===== config.mk =====
export PLATFORM = sky130hd
export DESIGN_NAME = i2s_mic_rx
export DESIGN_NICKNAME = d
export VERILOG_FILES = /design/src/rtl/i2s_mic_rx_pkg.sv /design/src/rtl/i2s_mic_rx_clkgen.sv /design/src/rtl/i2s_mic_rx.sv
export SDC_FILE = /design/constraint.sdc
export NUM_CORES = 1
export LEC_CHECK = 0
export ABC_AREA = 1
export CORE_AREA = 2 2 105 107
export CTS_CLUSTER_SIZE = 12
export DETAILED_ROUTE_END_ITERATION = 8
export DIE_AREA = 0 0 107 109
export PLACE_DENSITY = 0.85
export SETUP_SLACK_MARGIN = 0.5
export SLEW_MARGIN = 40
export SYNTH_ARGS = -nofsm -noshare
export SYNTH_HDL_FRONTEND = slang
export SYNTH_SLANG_ARGS = --single-unit

===== constraint.sdc =====
create_clock -name i_clk -period 3.8 [get_ports i_clk]
set_clock_uncertainty 0.2 [all_clocks]
set_input_delay 1.14 -clock i_clk [delete_from_list [all_inputs] [get_ports i_clk]]
set_output_delay 1.14 -clock i_clk [all_outputs]
set_load 0.1 [all_outputs]

===== src/rtl/i2s_mic_rx_pkg.sv =====
// Shared constants for the I2S microphone front end: Q-formats shared with the
// adaptive FIR, I2S slot/frame geometry and the receiver state encoding.
package i2s_mic_rx_pkg;

  localparam int FIR_NB_DATA  = 21;
  localparam int FIR_NBF_DATA = 20;
  localparam int I2S_NB_WORD  = 24;

  localparam int SLOT_BITS   = 32;
  localparam int FRAME_BITS  = 2 * SLOT_BITS;
  localparam int BIT_IDX_W   = $clog2(SLOT_BITS);
  localparam int FRAME_IDX_W = $clog2(FRAME_BITS);

  typedef enum logic {
    ST_IDLE,
    ST_RUN
  } state_t;

endpackage


===== src/rtl/i2s_mic_rx_clkgen.sv =====
// I2S master bit clock and word select generator; flags the cycle on which
// bclk falls and reports the bit index within the current slot.
module i2s_clkgen
  import i2s_mic_rx_pkg::*;
#(
  parameter int CLK_DIV = 4
) (
  input  logic                 i_clk,
  input  logic                 i_rst,
  input  logic                 i_run,
  output logic                 o_bclk,
  output logic                 o_lrclk,
  output logic                 o_fall,
  output logic [BIT_IDX_W-1:0] o_bit_idx
);

  localparam logic [7:0]             DIV_LAST    = 8'(CLK_DIV - 1);
  localparam logic [FRAME_IDX_W-1:0] FRAME_LAST  = FRAME_IDX_W'(FRAME_BITS - 1);
  localparam logic [FRAME_IDX_W-1:0] RIGHT_FIRST = FRAME_IDX_W'(SLOT_BITS);

  logic [7:0]             div_q, div_d;
  logic                   bclk_q, bclk_d;
  logic                   lrclk_q, lrclk_d;
  logic [FRAME_IDX_W-1:0] frame_q, frame_d;
  logic                   fall;

  always_ff @(posedge i_clk) begin
    if (i_rst) begin
      div_q   <= '0;
      bclk_q  <= 1'b0;
      lrclk_q <= 1'b0;
      frame_q <= '0;
    end else begin
      div_q   <= div_d;
      bclk_q  <= bclk_d;
      lrclk_q <= lrclk_d;
      frame_q <= frame_d;
    end
  end

  // frame_q counts bclk periods across both slots; its wrap is the frame boundary
  always_comb begin
    div_d   = div_q;
    bclk_d  = bclk_q;
    lrclk_d = lrclk_q;
    frame_d = frame_q;
    fall    = 1'b0;
    if (!i_run) begin
      div_d   = '0;
      bclk_d  = 1'b0;
      lrclk_d = 1'b0;
      frame_d = '0;
    end else if (div_q == DIV_LAST) begin
      div_d  = '0;
      bclk_d = ~bclk_q;
      if (bclk_q) begin
        fall    = 1'b1;
        frame_d = (frame_q == FRAME_LAST) ? '0 : frame_q + FRAME_IDX_W'(1);
        lrclk_d = (frame_d >= RIGHT_FIRST);
      end
    end else begin
      div_d = div_q + 8'd1;
    end
  end

  assign o_bclk    = bclk_q;
  assign o_lrclk   = lrclk_q;
  assign o_fall    = fall;
  assign o_bit_idx = frame_q[BIT_IDX_W-1:0];

endmodule


===== src/rtl/i2s_mic_rx.sv =====
// Stereo I2S microphone receiver: generates bclk/lrclk, captures both slots and
// converts each 24-bit word to the FIR's rounded, saturated Q(21,20) format.
module i2s_mic_rx
  import i2s_mic_rx_pkg::*;
#(
  parameter int NB_DATA  = FIR_NB_DATA,
  parameter int NBF_DATA = FIR_NBF_DATA,
  parameter int NB_I2S   = I2S_NB_WORD,
  parameter int CLK_DIV  = 4
) (
  input  logic                      i_clk,
  input  logic                      i_rst,
  input  logic                      i_enable,
  input  logic                      i_sdata,
  output logic                      o_bclk,
  output logic                      o_lrclk,
  output logic signed [NB_DATA-1:0] o_mic1,
  output logic signed [NB_DATA-1:0] o_mic2,
  output logic                      o_valid
);

  localparam int SHIFT   = NB_I2S - NBF_DATA - 1;
  localparam int RND     = 1 << (SHIFT - 1);
  localparam int SAT_MAX = (1 << (NB_DATA - 1)) - 1;
  localparam int SAT_MIN = -(1 << (NB_DATA - 1));
  localparam logic [BIT_IDX_W-1:0] LAST_DATA_BIT = BIT_IDX_W'(NB_I2S);
  localparam logic [BIT_IDX_W-1:0] SLOT_LAST     = BIT_IDX_W'(SLOT_BITS - 1);

  state_t                      state_q, state_d;
  logic [1:0]                  sync_q, sync_d;
  logic [NB_I2S-1:0]           shift_q, shift_d;
  logic [NB_I2S-1:0]           left_q, left_d;
  logic signed [NB_DATA-1:0]   mic1_q, mic1_d;
  logic signed [NB_DATA-1:0]   mic2_q, mic2_d;
  logic                        valid_q, valid_d;

  logic                        bclk, lrclk, fall, frame_end;
  logic [BIT_IDX_W-1:0]        bit_idx;

  // Round half up, arithmetic shift, then clamp into the output range
  function automatic logic signed [NB_DATA-1:0] to_q(input logic [NB_I2S-1:0] word);
    int acc;
    acc = int'($signed(word)) + RND;
    acc = acc >>> SHIFT;
    if (acc > SAT_MAX)      acc = SAT_MAX;
    else if (acc < SAT_MIN) acc = SAT_MIN;
    return $signed(NB_DATA'(acc));
  endfunction

  i2s_clkgen #(
    .CLK_DIV (CLK_DIV)
  ) u_clkgen (
    .i_clk     (i_clk),
    .i_rst     (i_rst),
    .i_run     (state_q == ST_RUN),
    .o_bclk    (bclk),
    .o_lrclk   (lrclk),
    .o_fall    (fall),
    .o_bit_idx (bit_idx)
  );

  assign frame_end = fall && lrclk && (bit_idx == SLOT_LAST);

  always_ff @(posedge i_clk) begin
    if (i_rst) begin
      state_q <= ST_IDLE;
      sync_q  <= '0;
      shift_q <= '0;
      left_q  <= '0;
      mic1_q  <= '0;
      mic2_q  <= '0;
      valid_q <= 1'b0;
    end else begin
      state_q <= state_d;
      sync_q  <= sync_d;
      shift_q <= shift_d;
      left_q  <= left_d;
      mic1_q  <= mic1_d;
      mic2_q  <= mic2_d;
      valid_q <= valid_d;
    end
  end

  always_comb begin
    state_d = state_q;
    case (state_q)
      ST_IDLE: if (i_enable) state_d = ST_RUN;
      ST_RUN:  if (frame_end && !i_enable) state_d = ST_IDLE;
      default: state_d = ST_IDLE;
    endcase
  end

  // Bit 0 of each slot is the I2S one-bit delay; bits past the word are padding
  always_comb begin
    sync_d  = {sync_q[0], i_sdata};
    shift_d = shift_q;
    left_d  = left_q;
    mic1_d  = mic1_q;
    mic2_d  = mic2_q;
    valid_d = 1'b0;
    if (fall && (bit_idx != '0) && (bit_idx <= LAST_DATA_BIT)) begin
      shift_d = {shift_q[NB_I2S-2:0], sync_q[1]};
      if (!lrclk && (bit_idx == LAST_DATA_BIT)) left_d = shift_d;
    end
    if (frame_end) begin
      mic1_d  = to_q(left_q);
      mic2_d  = to_q(shift_q);
      valid_d = 1'b1;
    end
  end

  assign o_bclk  = bclk;
  assign o_lrclk = lrclk;
  assign o_mic1  = mic1_q;
  assign o_mic2  = mic2_q;
  assign o_valid = valid_q;

endmodule

* Word-level counts from Yosys, hierarchy flattened
Index checks and enable logic that the tools add are counted.
** Word-level totals
- Register bits after elaboration :: 110
- Input bits :: 4
- Logic and storage cells :: 52
** Cells by class
- $add $sub $neg :: 4
- $lt $le $gt $ge :: 6
- Eq/ne operators :: 4
- Muxes and demuxes :: 12
- Bitwise logic cells :: 2
- Reductions and logical operators :: 13
** Operators by type and width (number)
- $mux W21 :: 4
- $add A24 B4 Y25 const B :: 2
- $gt A22 B21 Y1 const B :: 2
- $lt A22 B21 Y1 const B :: 2
- $eq A5 B5 Y1 const B :: 2
- $add A8 B1 Y8 const B :: 1
- $eq A8 B2 Y1 const B :: 1
- $add A6 B1 Y6 const B :: 1
- $eq A6 B6 Y1 const B :: 1
- $ge A6 B6 Y1 const B :: 1
- $logic_and A1 B1 Y1 :: 6
- $mux W1 :: 6
- $mux W6 :: 1
- $le A5 B5 Y1 const B :: 1
- $reduce_bool A5 Y1 :: 1
- $reduce_and A2 Y1 :: 2
- $reduce_or A3 Y1 :: 1
- $logic_not A1 Y1 :: 2
- $not A1 Y1 :: 2
- $pmux W1 S2 :: 1
- $reduce_or A2 Y1 :: 1

* Depth between registers and ports, before layout
- Word-level depth :: 8
- Mapped depth :: 12
- Gate-level depth less buffers :: 12

* By module
A second synthesis with hierarchy kept.
** Second synthesis, totals
- Cell total of the unflattened synthesis :: 858
- Area, all modules :: 5711.7 um^2
** Modules (own cells, without submodules)
- i2s_mic_rx :: times used 1, cells an instance 733, area each 4852.2 um^2, seq. area each 1841.8 um^2
- i2s_clkgen :: times used 1, cells an instance 125, area each 859.6 um^2, seq. area each 320.3 um^2

* Worst setup path after synthesis
No wires, ideal clock.
- Path type :: reg-to-output
- Start point :: reg u_clkgen.bclk_q (netlist: u_clkgen.o_bclk)
- End point :: out o_bclk
- Arrival :: 0.984 ns
- Required time :: 2.460 ns
- Slack :: 1.476 ns
- Cell stages (with the launch flop) :: 1
- Path buffers :: 0
- Cell sequence :: dfxtp_1
** RTL lines
- from (decl) :: RTL line i2s_mic_rx_clkgen.sv:22 : logic bclk_q, bclk_d;
- from (signal assigned) :: RTL line i2s_mic_rx_clkgen.sv:35 : bclk_q <= bclk_d;
- to (decl) :: RTL line i2s_mic_rx.sv:15 : output logic o_bclk,
No word-level cell between the ends.

* Worst setup path in the final report
- Start point :: reg u_clkgen.div_q[0]
- End point :: reg left_q[20]
** On the way
- Cells in the longest elaborated chain, start to end :: 6
** Ends and longest elaborated chain
- from (decl) :: RTL line i2s_mic_rx_clkgen.sv:21 : logic [7:0] div_q, div_d;
- from (signal assigned) :: RTL line i2s_mic_rx_clkgen.sv:34 : div_q <= div_d;
- $eq A8 B2 Y1 :: RTL line i2s_mic_rx_clkgen.sv:53 : end else if (div_q == DIV_LAST) begin
- $mux W1 :: RTL line i2s_mic_rx_clkgen.sv:53
- $mux W1 :: RTL line i2s_mic_rx_clkgen.sv:48 : if (!i_run) begin
- $logic_and A1 B1 Y1 (2 in a row) :: RTL line i2s_mic_rx.sv:101 : if (fall && (bit_idx != '0) && (bit_idx <= LAST_DATA_BIT)) begin
- $reduce_and A2 Y1 (no source line)
- to (signal assigned) :: RTL line i2s_mic_rx.sv:77 : left_q <= left_d;
- to (decl) :: RTL line i2s_mic_rx.sv:32 : logic [NB_I2S-1:0] left_q, left_d;
Every way passes these cells.
A chain may end at the register's enable or synchronous reset.

==> out/qor.yml <==
min-delay-path-class: "reg2reg"
drt_iter0_markers: 217
yosys.area.top_type: "dfxtp_1"
holdBufCountCts: 0
crit_chain: "ha_1, nand3_2, nor2_4, nand2_2, inv_2, nand3_4, nor2_8, nand2_1, nand2_1, nor2_1"
syn2layout_area_growth_pct: 10.7
cpMostUsedCell: "nand2_1"
ys_seq_area_share_pct: 38.1
multi_input_area_mm2: 0.00287
seq_power_share_pct: 59.8
fin_nets: 866
setup_viol: 0
ir_drop_v: 0.000204
hold_start: "sync_q[0]"
synthCells: 819
grt_use_total_pct: 20.2
post_cts_buffers: 0
grt_pass1_wl_um: 19300
netlist_area_mm2: 0.00562
cts_tree: "built"
rsz0062_at_grt: "no"
sw_frac_of_total_pct: 23.1
crit_path_max_fanout: 49
met3_usage_pct: 3.59
rr_startpoint: "u_clkgen.div_q[0]"
regArea_mm2: 0.00214
port_buffers: 48
busiest_layer: "met2"
avgViaCountPerCell: 4.90
ant_nets: 0
setup_slack_ps: 1100
critPathRequiredTime_ps: 3880
vias: 4904
insertion_delay_ps: 370
grtUsageMet1_pct: 26.0
ys.flop_type: "dfxtp_1"
p_int_uw: 1450
synth_nets: 829
status: "completed"
cts_max_level: 3
synth-seq-cells: 107
rrSetupSlack_ps: 1100
max-cap-violations: 0
antenna_found_initial: 0
period_needed_ps: 2700
cts-root-buf: "clkbuf_8"
slowest_stage: "nor2_8"
p_comb_share_pct: 2.2
rr_worst_depth: 10
finalSetupTns_ps: 0
start_util_pct: 53.0
fmax_mhz: 371
synth_top_cell_area_share_pct: 38.1
drt-total-wl_um: 11000
yosysWarnings: 0
grt_pass1_vias: 4462
leakage_uw: 0.00269
die_area_mm2: 0.0117
synth_area_per_cell_um2: 6.87
fillers: 995
dp_hpwl_um: 8060
cp_slowest_stage_delay_ps: 580
setup.worst_path.start_class: "flop"
placed_cells: 985
report.final.slew_viol_count: 0
finalHoldViolations: 0
cp_top_family: "simple AND/OR/NAND/NOR gates"
power_per_cell_area_mw_per_mm2: 303
place_congestion: 0.888
cp.depth: 10
endpoint: "left_q[20]"
drc_errors: 0
fin_cells: 1000
cp-end-kind: "flop"
hold_slack_ps: 222
worst_pin_slew_ps: 657
clock-sinks: 107
dp_worst_setup_slack_ps: 749
grt_max_degree: 50
drt-pass1-iter-count: 5
min_period_over_period_pct: 71.0
slew_headroom_pct: 56.1
synth_edf_count: 0
numCtsBuffers: 9
grt_overflow_total: 0
die_h_um: 109
diodes: 0
r2r-end: "left_q[20]"
ios: 49
p_total_uw: 1880
yosysMostFrequentCell: "nand2_1"
core_area_mm2: 0.0106
async_flop_share_pct: 0
critPathArrivalTime_ps: 2770
cts.clk_slew.worst_paths_ps: 110
crit_type: "reg2reg"
grtUsageMet2_pct: 34.6
die-width_um: 107
drive_gt1_share_pct: 14.3
synthTopCellsByCount: "nand2_1, nor2_1, inv_1"
wl_per_cell_um: 11.0
path_buf_inv: 1
rows: 38
p_sw_uw: 436
cts-resized-gates: 0
synth.area.top_cells: "dfxtp_1, nand2_1, nor2_1"
synth.distinct_cells: 33
cts_buffer_depth: 2
clkPwrFrac_pct: 38.0
crit_start: "u_clkgen.div_q[0]"
==> state kept, by name, summed over array words and instances, names as in the netlist, 2 cells and up <==
signal and cells:
o_mic1 21, left_q 22, u_clkgen.div_q 8, sync_q 2
o_mic2 21, shift_q 24, u_clkgen.frame_q 6
==> tightest hold or removal path, stage by stage (launching register included) <==
cell,delay (ps)
dfxtp_1,310
inv_1,40
nor2_1,40
==> how the worst min path moves through the flow <==
stage	to	slack [ps]	cells after the start
floorplan	sync_q[1]	190	2
global placement	sync_q[1]	210	2
detailed placement	sync_q[1]	210	2
CTS	sync_q[1]	230	2
global route	sync_q[1]	240	2
finish	sync_q[1]	220	2
==> stage by stage <==
step / area (um^2) / util, %
after floorplan: 5620 / -
after global placement: 6030 / 56.8
after detailed placement: 6030 / 56.8
after CTS: 6220 / 58.7
after global routing: 6220 / 58.7
final: 6220 / 58.7
==> kinds of logic after synthesis <==
| group | count (synthesis) | share of synthesized area, % |
|---|---|---|
| AOI/OAI and AO/OA | 112 | 11.1 |
| buffers and inverters | 141 | 10.9 |
| DFF | 107 | 38.1 |
| and+or+nand+nor | 428 | 34.6 |
| adders and majority gates | 6 | 1.33 |
| xor gates and xnor gates | 25 | 3.89 |
==> layout make-up <==
cell class	instances	area share (%)
Sequential cell	107	34.4
Clock buffer	9	1.99
Inverter	113	6.81
Clock inverter	6	1.19
Multi-Input combinational cell	571	46.2
Tap cell	140	2.81
Timing Repair Buffer	54	6.63
==> power groups by stage <==
| stage | sequential, uW | clock [uW] | combinational [uW] |
|---|---|---|---|
| 2_1_floorplan | 1150 | 0 | 29.8 |
| 3_3_place_gp | 1150 | 0 | 40.3 |
| 3_5_place_dp | 1150 | 0 | 41.0 |
| 4_1_cts | 1130 | 731 | 41.0 |
| 5_1_grt | 1130 | 767 | 47.4 |
| 6_report | 1130 | 715 | 41.0 |
==> placed cells by master (no fill, tap or decap), types with 3 or more instances in the layout <==
| cell type | count |
|---|---|
| nand2_1 | 192 |
| nor2_1 | 114 |
| inv_1 | 109 |
| dfxtp_1 | 107 |
| o21ai_0 | 53 |
| buf_4 | 51 |
| nand3_1 | 42 |
| a21oi_1 | 33 |
| nor2_2 | 28 |
| o21a_1 | 26 |
| xor2_1 | 21 |
| nand4_1 | 19 |
| clkbuf_8 | 9 |
| nand2_2 | 7 |
| nor2_4 | 6 |
| nand3_2 | 6 |
| ha_1 | 6 |
| inv_2 | 4 |
| nor3_1 | 4 |
| xnor2_1 | 4 |
| clkdlybuf4s50_1 | 3 |
==> routing by layer <==
| metal | part of all wire [%] | vias up | wire [um] |
|---|---|---|---|
| met3 | 4.1 | 13 | 456 |
| met2 | 46 | 108 | 5030 |
| met4 | 1.5 | 0 | 166 |
| met5 | 0 | - | 0 |
| li1 | - | 2637 | - |
| met1 | 49 | 2146 | 5390 |
Power figures use the tool's default switching activity.
